$ cat src/rtl/aes_stream_ctrl.sv
// aes_stream_ctrl: byte-stream front end for an AES core. Packs 16 input bytes
// into a block, pulses start with key/mode, waits for done, streams 16 bytes out.
// Latency: start the cycle after the 16th byte; first output byte the cycle after done.
// Backpressure: o_InReady low outside COLLECT; output bytes hold while i_OutReady is low.
//
// Ports:
//   i_Clk, i_Rst                         clock, synchronous active-high reset
//   i_InByte/i_InValid/o_InReady         byte input handshake
//   o_OutByte/o_OutValid/i_OutReady      byte output handshake
//   i_Key, i_fEnc                        key and mode, latched with the 16th input byte
//   o_AesStart/o_AesEnc/o_AesText/o_AesKey  request to the AES core
//   i_AesData, i_AesDone                 result from the AES core
//   o_fBusy                              block in flight (START, WAIT or EMIT)
//   o_fTimeout                           sticky: core did not finish in TIMEOUT_CYC cycles
module aes_stream_ctrl #(
  parameter int TIMEOUT_CYC = 1024,
  parameter int CNT_W       = 16
) (
  input  logic         i_Clk,
  input  logic         i_Rst,
  input  logic [127:0] i_Key,
  input  logic         i_fEnc,
  input  logic [7:0]   i_InByte,
  input  logic         i_InValid,
  output logic         o_InReady,
  output logic [7:0]   o_OutByte,
  output logic         o_OutValid,
  input  logic         i_OutReady,
  output logic         o_AesStart,
  output logic         o_AesEnc,
  output logic [127:0] o_AesText,
  output logic [127:0] o_AesKey,
  input  logic [127:0] i_AesData,
  input  logic         i_AesDone,
  output logic         o_fBusy,
  output logic         o_fTimeout
);

  typedef enum logic [1:0] {
    S_COLLECT = 2'd0,
    S_START   = 2'd1,
    S_WAIT    = 2'd2,
    S_EMIT    = 2'd3
  } state_t;

  localparam logic [CNT_W-1:0] TMO_LAST = CNT_W'(TIMEOUT_CYC - 1);

  state_t           state;
  logic [3:0]       byte_cnt;   // input byte index in COLLECT, output byte index in EMIT
  logic [CNT_W-1:0] tmo_cnt;
  logic [127:0]     out_sr;     // bytes still to be emitted after o_OutByte, MSB first

  assign o_InReady = (state == S_COLLECT);
  assign o_fBusy   = (state != S_COLLECT);

  always_ff @(posedge i_Clk) begin
    if (i_Rst) begin
      state      <= S_COLLECT;
      byte_cnt   <= 4'd0;
      tmo_cnt    <= '0;
      out_sr     <= '0;
      o_AesStart <= 1'b0;
      o_AesEnc   <= 1'b1;
      o_AesText  <= '0;
      o_AesKey   <= '0;
      o_OutByte  <= 8'd0;
      o_OutValid <= 1'b0;
      o_fTimeout <= 1'b0;
    end else begin
      o_AesStart <= 1'b0;
      case (state)
        S_COLLECT: begin
          if (i_InValid) begin
            // Byte k lands at [127-8k -: 8]; ~byte_cnt is 15-k for a 4-bit count.
            o_AesText[{~byte_cnt, 3'b000} +: 8] <= i_InByte;
            byte_cnt <= byte_cnt + 4'd1;
            if (byte_cnt == 4'd15) begin
              o_AesKey   <= i_Key;
              o_AesEnc   <= i_fEnc;
              o_AesStart <= 1'b1;
              o_fTimeout <= 1'b0;
              state      <= S_START;
            end
          end
        end
        S_START: begin
          tmo_cnt <= '0;
          state   <= S_WAIT;
        end
        S_WAIT: begin
          // Done takes priority over a timeout expiring on the same cycle.
          if (i_AesDone) begin
            o_OutByte  <= i_AesData[127:120];
            out_sr     <= {i_AesData[119:0], 8'h00};
            o_OutValid <= 1'b1;
            byte_cnt   <= 4'd0;
            state      <= S_EMIT;
          end else if (tmo_cnt == TMO_LAST) begin
            o_fTimeout <= 1'b1;
            byte_cnt   <= 4'd0;
            state      <= S_COLLECT;
          end else if (tmo_cnt != '1) begin
            tmo_cnt <= tmo_cnt + 1'b1;
          end
        end
        S_EMIT: begin
          if (i_OutReady) begin
            if (byte_cnt == 4'd15) begin
              o_OutValid <= 1'b0;
              byte_cnt   <= 4'd0;
              state      <= S_COLLECT;
            end else begin
              byte_cnt  <= byte_cnt + 4'd1;
              o_OutByte <= out_sr[127:120];
              out_sr    <= {out_sr[119:0], 8'h00};
            end
          end
        end
        default: state <= S_COLLECT;
      endcase
    end
  end

endmodule

$ cat config.mk
export PLATFORM = sky130hd
export DESIGN_NAME = aes_stream_ctrl
export DESIGN_NICKNAME = d
export VERILOG_FILES = /design/src/rtl/aes_stream_ctrl.sv
export SDC_FILE = /design/constraint.sdc
export NUM_CORES = 1
export LEC_CHECK = 0
export CORE_MARGIN = 2
export CORE_UTILIZATION = 35
export DETAILED_ROUTE_END_ITERATION = 10
export PLACE_DENSITY = 0.65
export SLEW_MARGIN = 25
export SYNTH_ARGS = -nofsm -noshare
export SYNTH_HDL_FRONTEND = slang
export SYNTH_SLANG_ARGS = --single-unit
$ cat constraint.sdc
create_clock -name i_Clk -period 2.2 [get_ports i_Clk]
set_input_delay 0.33 -clock i_Clk [delete_from_list [all_inputs] [get_ports i_Clk]]
set_output_delay 0.33 -clock i_Clk [all_outputs]
set_load 0.02 [all_outputs]
# After elaboration in Yosys (flattened, before gate mapping)

Cells that the tools add are included.

Input port bits: 270
Logic and storage cells: 86
Output and inout port bits: 270
Bits in registers: 418

Multiplexer cells: 35
Shifts and indexed selects: 2
Reductions and logical operators: 15
Add/sub/neg operators: 3
Bitwise operators: 3
Equal/unequal tests: 17

Operators by type and width:

| operator                | number |
|---|---|
| $mux 128                | 3 |
| $pmux 128 s2            | 1 |
| $bwmux 128              | 1 |
| $shift 8x9->128 const A | 1 |
| $shiftx 8x9->128        | 1 |
| $mux 16                 | 3 |
| $pmux 16 s2             | 1 |
| $mux 8                  | 3 |
| $mux 4                  | 5 |
| $ne 2x2->1 const B      | 9 |
| $add 16x1->16 const B   | 1 |
| $eq 16x10->1 const B    | 1 |
| $ne 16x16->1 const B    | 1 |
| $pmux 8 s2              | 1 |
| $reduce_and 4->1        | 4 |
| $mux 2                  | 6 |
| $pmux 4 s3              | 1 |
| $reduce_and 5->1        | 2 |
| $neg 7->9               | 1 |
| $pmux 2 s4              | 1 |
| $reduce_bool 2->1       | 4 |
| $mux 1                  | 7 |
| $add 4x1->4 const B     | 1 |
| $eq 2x2->1 const B      | 2 |
| other kinds (12)        | 14 |

# Longest topological paths before layout

Gate-level depths: netlist of the first run.

Depth after elaboration: 5
Gate-level depth with buffers: 10
Gate-level depth less buffers: 7

# Least setup slack after synthesis of the first run

OpenSTA, ideal clock, no wires.

Path type: reg-to-reg
Start: reg byte_cnt[0]
End: reg o_AesText[48]
Setup slack: 191 ps
Arrival time: 1881 ps
Cell stages (with the launch flop): 9
Path buffers: 1
Setup time: 128 ps
Path through: dfxtp_1 -> inv_1 -> ha_1 -> nand2_1 -> a31oi_2 -> and3_1 -> buf_4 -> mux2i_1 -> nor2_1

Longest elaborated chain between the ends: 4
Elaborated cells between the ends (all ways): 5
Classes of those cells: add/sub (1); shift (2); mux (1); bitwise (1)

Ends and longest elaborated chain:

| element                                             | line | source |
|---|---|---|
| from (decl)                                         | 49   | `logic [3:0] byte_cnt;` |
| from (signal assigned)                              | 76   | `byte_cnt <= byte_cnt + 4'd1;` |
| from (signal assigned)                              | 113  | `byte_cnt <= byte_cnt + 4'd1;` |
| $not 4->4 (*)                                       | 75   | `o_AesText[{~byte_cnt, 3'b000} +: 8] <= i_InByte;` |
| $neg 7->9 (*)                                       | 75   |  |
| $shiftx 8x9->128 or $shift 8x9->128 (tied branches) | 75   |  |
| $bwmux 128 (*)                                      | 75   |  |
| to (signal, indexed assignment)                     | 75   |  |
| to (decl)                                           | 31   | `output logic [127:0] o_AesText,` |

Mark *: on every way between the ends. The rest lies on a longest branch, timed or not.
A chain may end at the register's enable or synchronous reset.

# Final worst setup path of the first run

Start: reg state[1]
End: out o_fBusy

Longest elaborated chain between the ends: 1

Ends and longest elaborated chain:

| element                | line | source |
|---|---|---|
| from (decl)            | 48   | `state_t state;` |
| from (signal assigned) | 58   | `state <= S_COLLECT;` |
| from (signal assigned) | 82   | `state <= S_START;` |
| from (signal assigned) | 88   | `state <= S_WAIT;` |
| $reduce_bool 2->1      | 54   | `assign o_fBusy = (state != S_COLLECT);` |
| to (decl)              | 35   | `output logic o_fBusy,` |

Every way passes these cells.

==> impl_metrics.tcl, run 1 <==
set metrics [dict create \
    status "complete, no violations" \
    layout_commonest_cell "clkdlybuf4s50_1" \
    min_path_type "in -> reg" \
    gr-usage-all-layers_pct 20.6 \
    path_buf_inv 3 \
    start_util_pct 35.3 \
    syn_area_um2 16400 \
    cts_tree "done" \
    insertion_delay_ns 0.58 \
    layout.nets 2639 \
    r2r-start "byte_cnt[0]$_SDFFE_PP0P_" \
    yosysSeqAreaShare_pct 50.2 \
    grt_pass1_vias 14146 \
    setup.worst_path.start_class "flop" \
    slew_violations 0 \
    ys_ff_latch 410 \
    final_cell_mix "536 x clkdlybuf4s50_1, 409 x dfxtp_1, 334 x nand2_1" \
    core_area_um2 46400 \
    critical_path.endpoint "o_fBusy" \
    min_period_ns 2.11 \
    synthArstFlopShare_pct 0 \
    die_y_um 220 \
    die-area_um2 48500 \
    htree_levels 2 \
    worst-r2r-cell-count 8 \
    drv_cap 0 \
    tightest_slew_ns 0.663 \
    cts_sinks 410 \
    cp_max_fo 5 \
    ys_types 62 \
    clock-root-buffer "clkbuf_16" \
    fmax_mhz 474 \
    timing.hold.ws_ns 0.203 \
    critPathKind "reg -> out" \
    required_ns 1.87 \
    drcViolationCount 0 \
    routed_wl_um 52600 \
    drt_iter0_markers 913 \
    wl_per_cell_um 17.5 \
    p_leak_nw 8.45 \
    crit_path_cell_trace "inv_1, ha_1, inv_1, clkdlybuf4s15_2" \
    grt_max_degree 132 \
    p_per_area_nw_per_um2 778 \
    die_w_um 220 \
    clock_path_buffers 3 \
    cp.arrival_ns 1.78 \
    overflow 0 \
    fin_worst_skew_ns 0.0316 \
    endpoint_kind "output pin" \
    path_clk_slew_ns 0.06 \
    io_pins 540 \
    syn_nets 2129 \
    synth.avg_cell_area_um2 8.84 \
    drive_above_1_share_pct 7.85 \
    synth_warnings 0 \
    dp.cells 2921 \
    relSlewSlack_pct 55.6 \
    period_share_pct 95.8 \
    finalSetupViolCount 0 \
    io_buffers 539 \
    rows 79 \
    synth-main-ff-cell "dfxtp_1" \
    gp_congestion 0.810 \
    vias 15037 \
    cts_buffers 45 \
    netlist_instances 1851 \
    antenna_found_initial 3 \
    postRouteAntennaNets 0 \
    synth_edf_count 0 \
    grt_pass1_wl_um 79400 \
    syn_to_final_growth_pct 48.3 \
    max_stage_delay_ns 0.39 \
    regToRegSetupSlack_ns 0.14 \
    cp.depth 4 \
    postCtsHoldBufs 0 \
    finalNonFillerCells 3005 \
    rr_endpoint "o_AesText[55]$_SDFFE_PP0P_" \
    cp_top_family "buffers and inverters" \
    dpl.hpwl_um 37600 \
    startpoint "state[1]$_SDFFE_PP0P_" \
    ir_drop_mv 0.613 \
    cp_common_cell "inv_1" \
    hold_violations 0 \
    viasPerCell 5.00 \
    crit_path_top_delay_cell "dfxtp_2" \
    drt_pre_antenna_iters 5 \
]
## worst register-to-register path, cell delays in order (launching register included)
cell	delay [ns]
dfxtp_1	0.35
inv_1	0.09
ha_1	0.37
nand2_1	0.08
a31oi_2	0.32
and3_1	0.29
buf_4	0.17
mux2i_1	0.19
nor2_1	0.06
## metrics by stage
step / total power, W / utilization (%) / area, µm² / setup WS, ns / setup TNS (ns)
final: 0.0189 / 52.3 / 24300 / 0.0917 / 0
after floorplan: 0.00977 / - / 16400 / 0.191 / 0
after CTS: 0.0191 / 52.3 / 24200 / 0.0224 / 0
after global routing: 0.0197 / 52.3 / 24300 / -0.00141 / -0.00141
after global placement: 0.0112 / 49.0 / 22700 / 0.0669 / 0
after detailed placement: 0.0113 / 49.0 / 22700 / 0.0384 / 0
## where the power goes
group,internal [W],leakage (nW),switching [W]
Combinational,0.00149,4.40,0.00172
Clock,0.00456,0.750,0.00316
Sequential,0.00774,3.31,0.000189
Total,0.0138,8.45,0.00507
## cells in the mapped netlist (all sizes together), types with 4 or more instances
| cell | n | area, µm² |
|---|---|---|
| nand3 | 59 | 335 |
| nand2 | 334 | 1250 |
| and3 | 28 | 176 |
| xnor2 | 4 | 42.6 |
| o21ai | 7 | 35.0 |
| buf | 42 | 243 |
| o211ai | 10 | 75.1 |
| nand2b | 4 | 25.0 |
| nor3 | 7 | 40.0 |
| mux2i | 205 | 2050 |
| nand3b | 11 | 82.6 |
| nand4 | 12 | 90.1 |
| inv | 12 | 45.0 |
| clkbuf | 109 | 420 |
| nor2 | 223 | 840 |
| a31oi | 4 | 31.3 |
| a211oi | 122 | 921 |
| ha | 8 | 100 |
| or3 | 8 | 51.3 |
| a21oi | 196 | 985 |
| dfxtp | 410 | 8210 |
## final cells by class
class                      count  area (µm²)
timing repair buffer         614        6220
fill                        4292       22100
multi-input combinational   1278        7490
antenna                        2        5.00
inverter                      12        45.0
clock buffer                  61        1280
sequential                   410        8210
clock inverter                21         240
tap                          607         759
## how the worst min path moves through the flow
stage	startpoint	end	slack [ns]	depth (start not counted)
floorplan	out_sr[10]$_SDFFE_PP0P_	out_sr[10]$_SDFFE_PP0P_	0.43	2
global placement	out_sr[9]$_SDFFE_PP0P_	out_sr[9]$_SDFFE_PP0P_	0.44	2
detailed placement	out_sr[14]$_SDFFE_PP0P_	out_sr[14]$_SDFFE_PP0P_	0.44	2
CTS	i_Rst	o_OutValid$_SDFFE_PP0P_	0.16	2
global route	i_Rst	o_AesKey[90]$_SDFFE_PP0P_	0.21	2
finish	i_Rst	o_OutValid$_SDFFE_PP0P_	0.20	2
## state kept, by name, indices dropped and copies added (netlist names)
signal and cells:
o_OutByte 8, state 2, tmo_cnt 16, o_OutValid 1, o_AesKey 128, o_AesEnc 1, out_sr 120, byte_cnt 4
o_AesText 128, o_fTimeout 1, o_AesStart 1
## layer usage
metal,up-vias,part of all wire (%),global-route usage (%)
met5,-,0.025,0
met4,2,1.9,5.86
met3,65,6.0,4.45
met2,409,50,35.6
met1,7157,42,25.8
li1,7404,-,-
## cell families after synthesis
family / synth area share (%)
flops: 50.2
buf+inv: 4.33
simple gates: 18.4
compound gates: 13.4
fa+ha+maj: 0.612
mux: 12.8
xor+xnor: 0.314
## what timing repair did
item / 4_1_cts / 5_1_grt
hold endpoints to repair: 0 / 0
endpoints found under the setup margin: 2 / 31
gates resized for setup: 5 / 6
buffers inserted: 0 / 0
(Power assumes the default switching activity.)
==> inputs of run 2 (changes only) <==
- GPL_ROUTABILITY_DRIVEN: unset -> 0
==> results of run 2 <==
No change in the layout: final DEF, timing and power equal those of run 1.
==> inputs of run 3 (changes only) <==
- SETUP_SLACK_MARGIN: unset -> 0.1
==> impl_metrics.tcl, run 3 (synthesis gave the netlist of run 1 again) <==
set metrics [dict create \
    drt_pre_antenna_iters 5 \
    p_leak_nw 8.46 \
    critPathKind "reg -> reg" \
    htree_levels 2 \
    intPower_w 0.0138 \
    p_sw_w 0.00508 \
    seq_power_share_pct 42.0 \
    postRouteAntennaNets 0 \
    clock_path_buffers 3 \
    grt_pass1_vias 14157 \
    syn_to_final_growth_pct 48.6 \
    start_util_pct 35.3 \
    grt_max_degree 132 \
    power.total_w 0.0189 \
    setup_tns_ns 0 \
    p_clk_share_pct 40.9 \
    min_path_type "in -> reg" \
    ir_drop_mv 0.614 \
    cp_max_fo 32 \
    period_share_pct 92.4 \
    grt_pass1_wl_um 79400 \
    seq_area_um2 8210 \
    cts_buffers 45 \
    cts_tree "done" \
    wl_per_cell_um 17.5 \
    timing.hold.ws_ns 0.202 \
    finalSetupViolCount 0 \
    tightest_slew_ns 0.677 \
    drv_cap 0 \
    overflow 0 \
    final_cell_mix "536 x clkdlybuf4s50_1, 408 x dfxtp_1, 334 x nand2_1" \
    path_clk_slew_ns 0.06 \
    routed_wl_um 52700 \
    multi_input_area_um2 7530 \
    p_per_area_nw_per_um2 777 \
    die-area_um2 48500 \
    layout.nets 2641 \
    drt_iter0_markers 941 \
    endpoint_kind "flop" \
    layout_commonest_cell "clkdlybuf4s50_1" \
    grtUsageMet3_pct 4.45 \
    vias 15058 \
    fin_util_pct 52.4 \
    setup.worst_path.start_class "flop" \
    min_period_ns 2.03 \
    antenna_found_initial 3 \
    cts_sinks 410 \
    swShare_pct 26.9 \
    rsz0062_at_grt "yes" \
    fmax_mhz 492 \
    relSlewSlack_pct 54.7 \
    fin_worst_skew_ns 0.0315 \
    grt_util_met1_pct 25.8 \
    io_buffers 539 \
    status "complete, no violations" \
    die_y_um 220 \
    clock-root-buffer "clkbuf_16" \
    hold_violations 0 \
    drcViolationCount 0 \
    die_w_um 220 \
    gr-usage-all-layers_pct 20.6 \
    drive_above_1_share_pct 8.13 \
    core_area_um2 46400 \
    slew_violations 0 \
    viasPerCell 5.01 \
    cp.arrival_ns 2.51 \
    n_fill_cell 4288 \
    use_met2_pct 35.6 \
    io_pins 540 \
    rows 79 \
    dpl.hpwl_um 37600 \
    top_usage_layer "met2" \
    combPwrFrac_pct 17.2 \
    top_regs "o_AesKey (128), o_AesText (128), out_sr (120)" \
    insertion_delay_ns 0.59 \
    required_ns 2.68 \
]
-- run 3: worst paths after layout --
check | start | end | slack (ns) | depth (start not counted)
setup / recovery | state[0]$_SDFFE_PP0P_ | out_sr[28]$_SDFFE_PP0P_ | 0.17 | 9
hold / removal | i_Rst | o_OutValid$_SDFFE_PP0P_ | 0.20 | 2
setup reg to reg | state[0]$_SDFFE_PP0P_ | out_sr[28]$_SDFFE_PP0P_ | 0.17 | 9
hold reg to reg | out_sr[14]$_SDFFE_PP0P_ | out_sr[14]$_SDFFE_PP0P_ | 0.45 | 2
-- run 3: routing by layer --
| layer | part of all wire, % | wire [µm] |
|---|---|---|
| met5 | 0.025 | 13 |
| met4 | 1.9 | 1000 |
| met3 | 5.7 | 3030 |
| met2 | 50 | 26400 |
| met1 | 42 | 22200 |
-- run 3: area by class of cell --
class	instances	area share, %
diodes	2	0.0206
clock buffers	61	5.25
repair buffers	615	25.6
multi-input cells	1279	31.0
inverters	12	0.185
well taps	607	3.13
flip-flops and latches	410	33.8
clock inverters	21	0.989
-- run 3: critical path, cell delays in order (launching register included) --
cell and delay [ns]:
dfxtp_1 0.31, inv_1 0.13, ha_2 0.27, inv_1 0.13, nor2_1 0.19, o21a_4 0.21
buf_12 0.20, buf_12 0.19, nor2_1 0.06, a211oi_1 0.23
-- run 3: timing repair --
item,in CTS,in global routing
setup buffers,0,1
gates resized for setup,10,10
hold endpoints to repair,0,0
gates cloned,0,1
pin swaps,0,1
hold buffers,0,0
endpoints found under the setup margin,4,179
-- run 3: power groups by stage --
stage                     registers (W)  logic [W]  clock network [W]
after global routing            0.00797    0.00352            0.00822
final                           0.00793    0.00324            0.00772
after floorplan                 0.00816    0.00161                  0
after detailed placement        0.00809    0.00321                  0
after CTS                       0.00793    0.00322            0.00794
after global placement          0.00808    0.00314                  0
-- run 3: through the flow --
step           setup WS, ns  cells  area, µm²
6_report              0.167   3007      24300
5_1_grt              0.0114   3007      24300
4_1_cts               0.112   3003      24200
3_5_place_dp         0.0384   2921      22700
3_3_place_gp         0.0669   2921      22700
2_1_floorplan         0.191   1851      16400
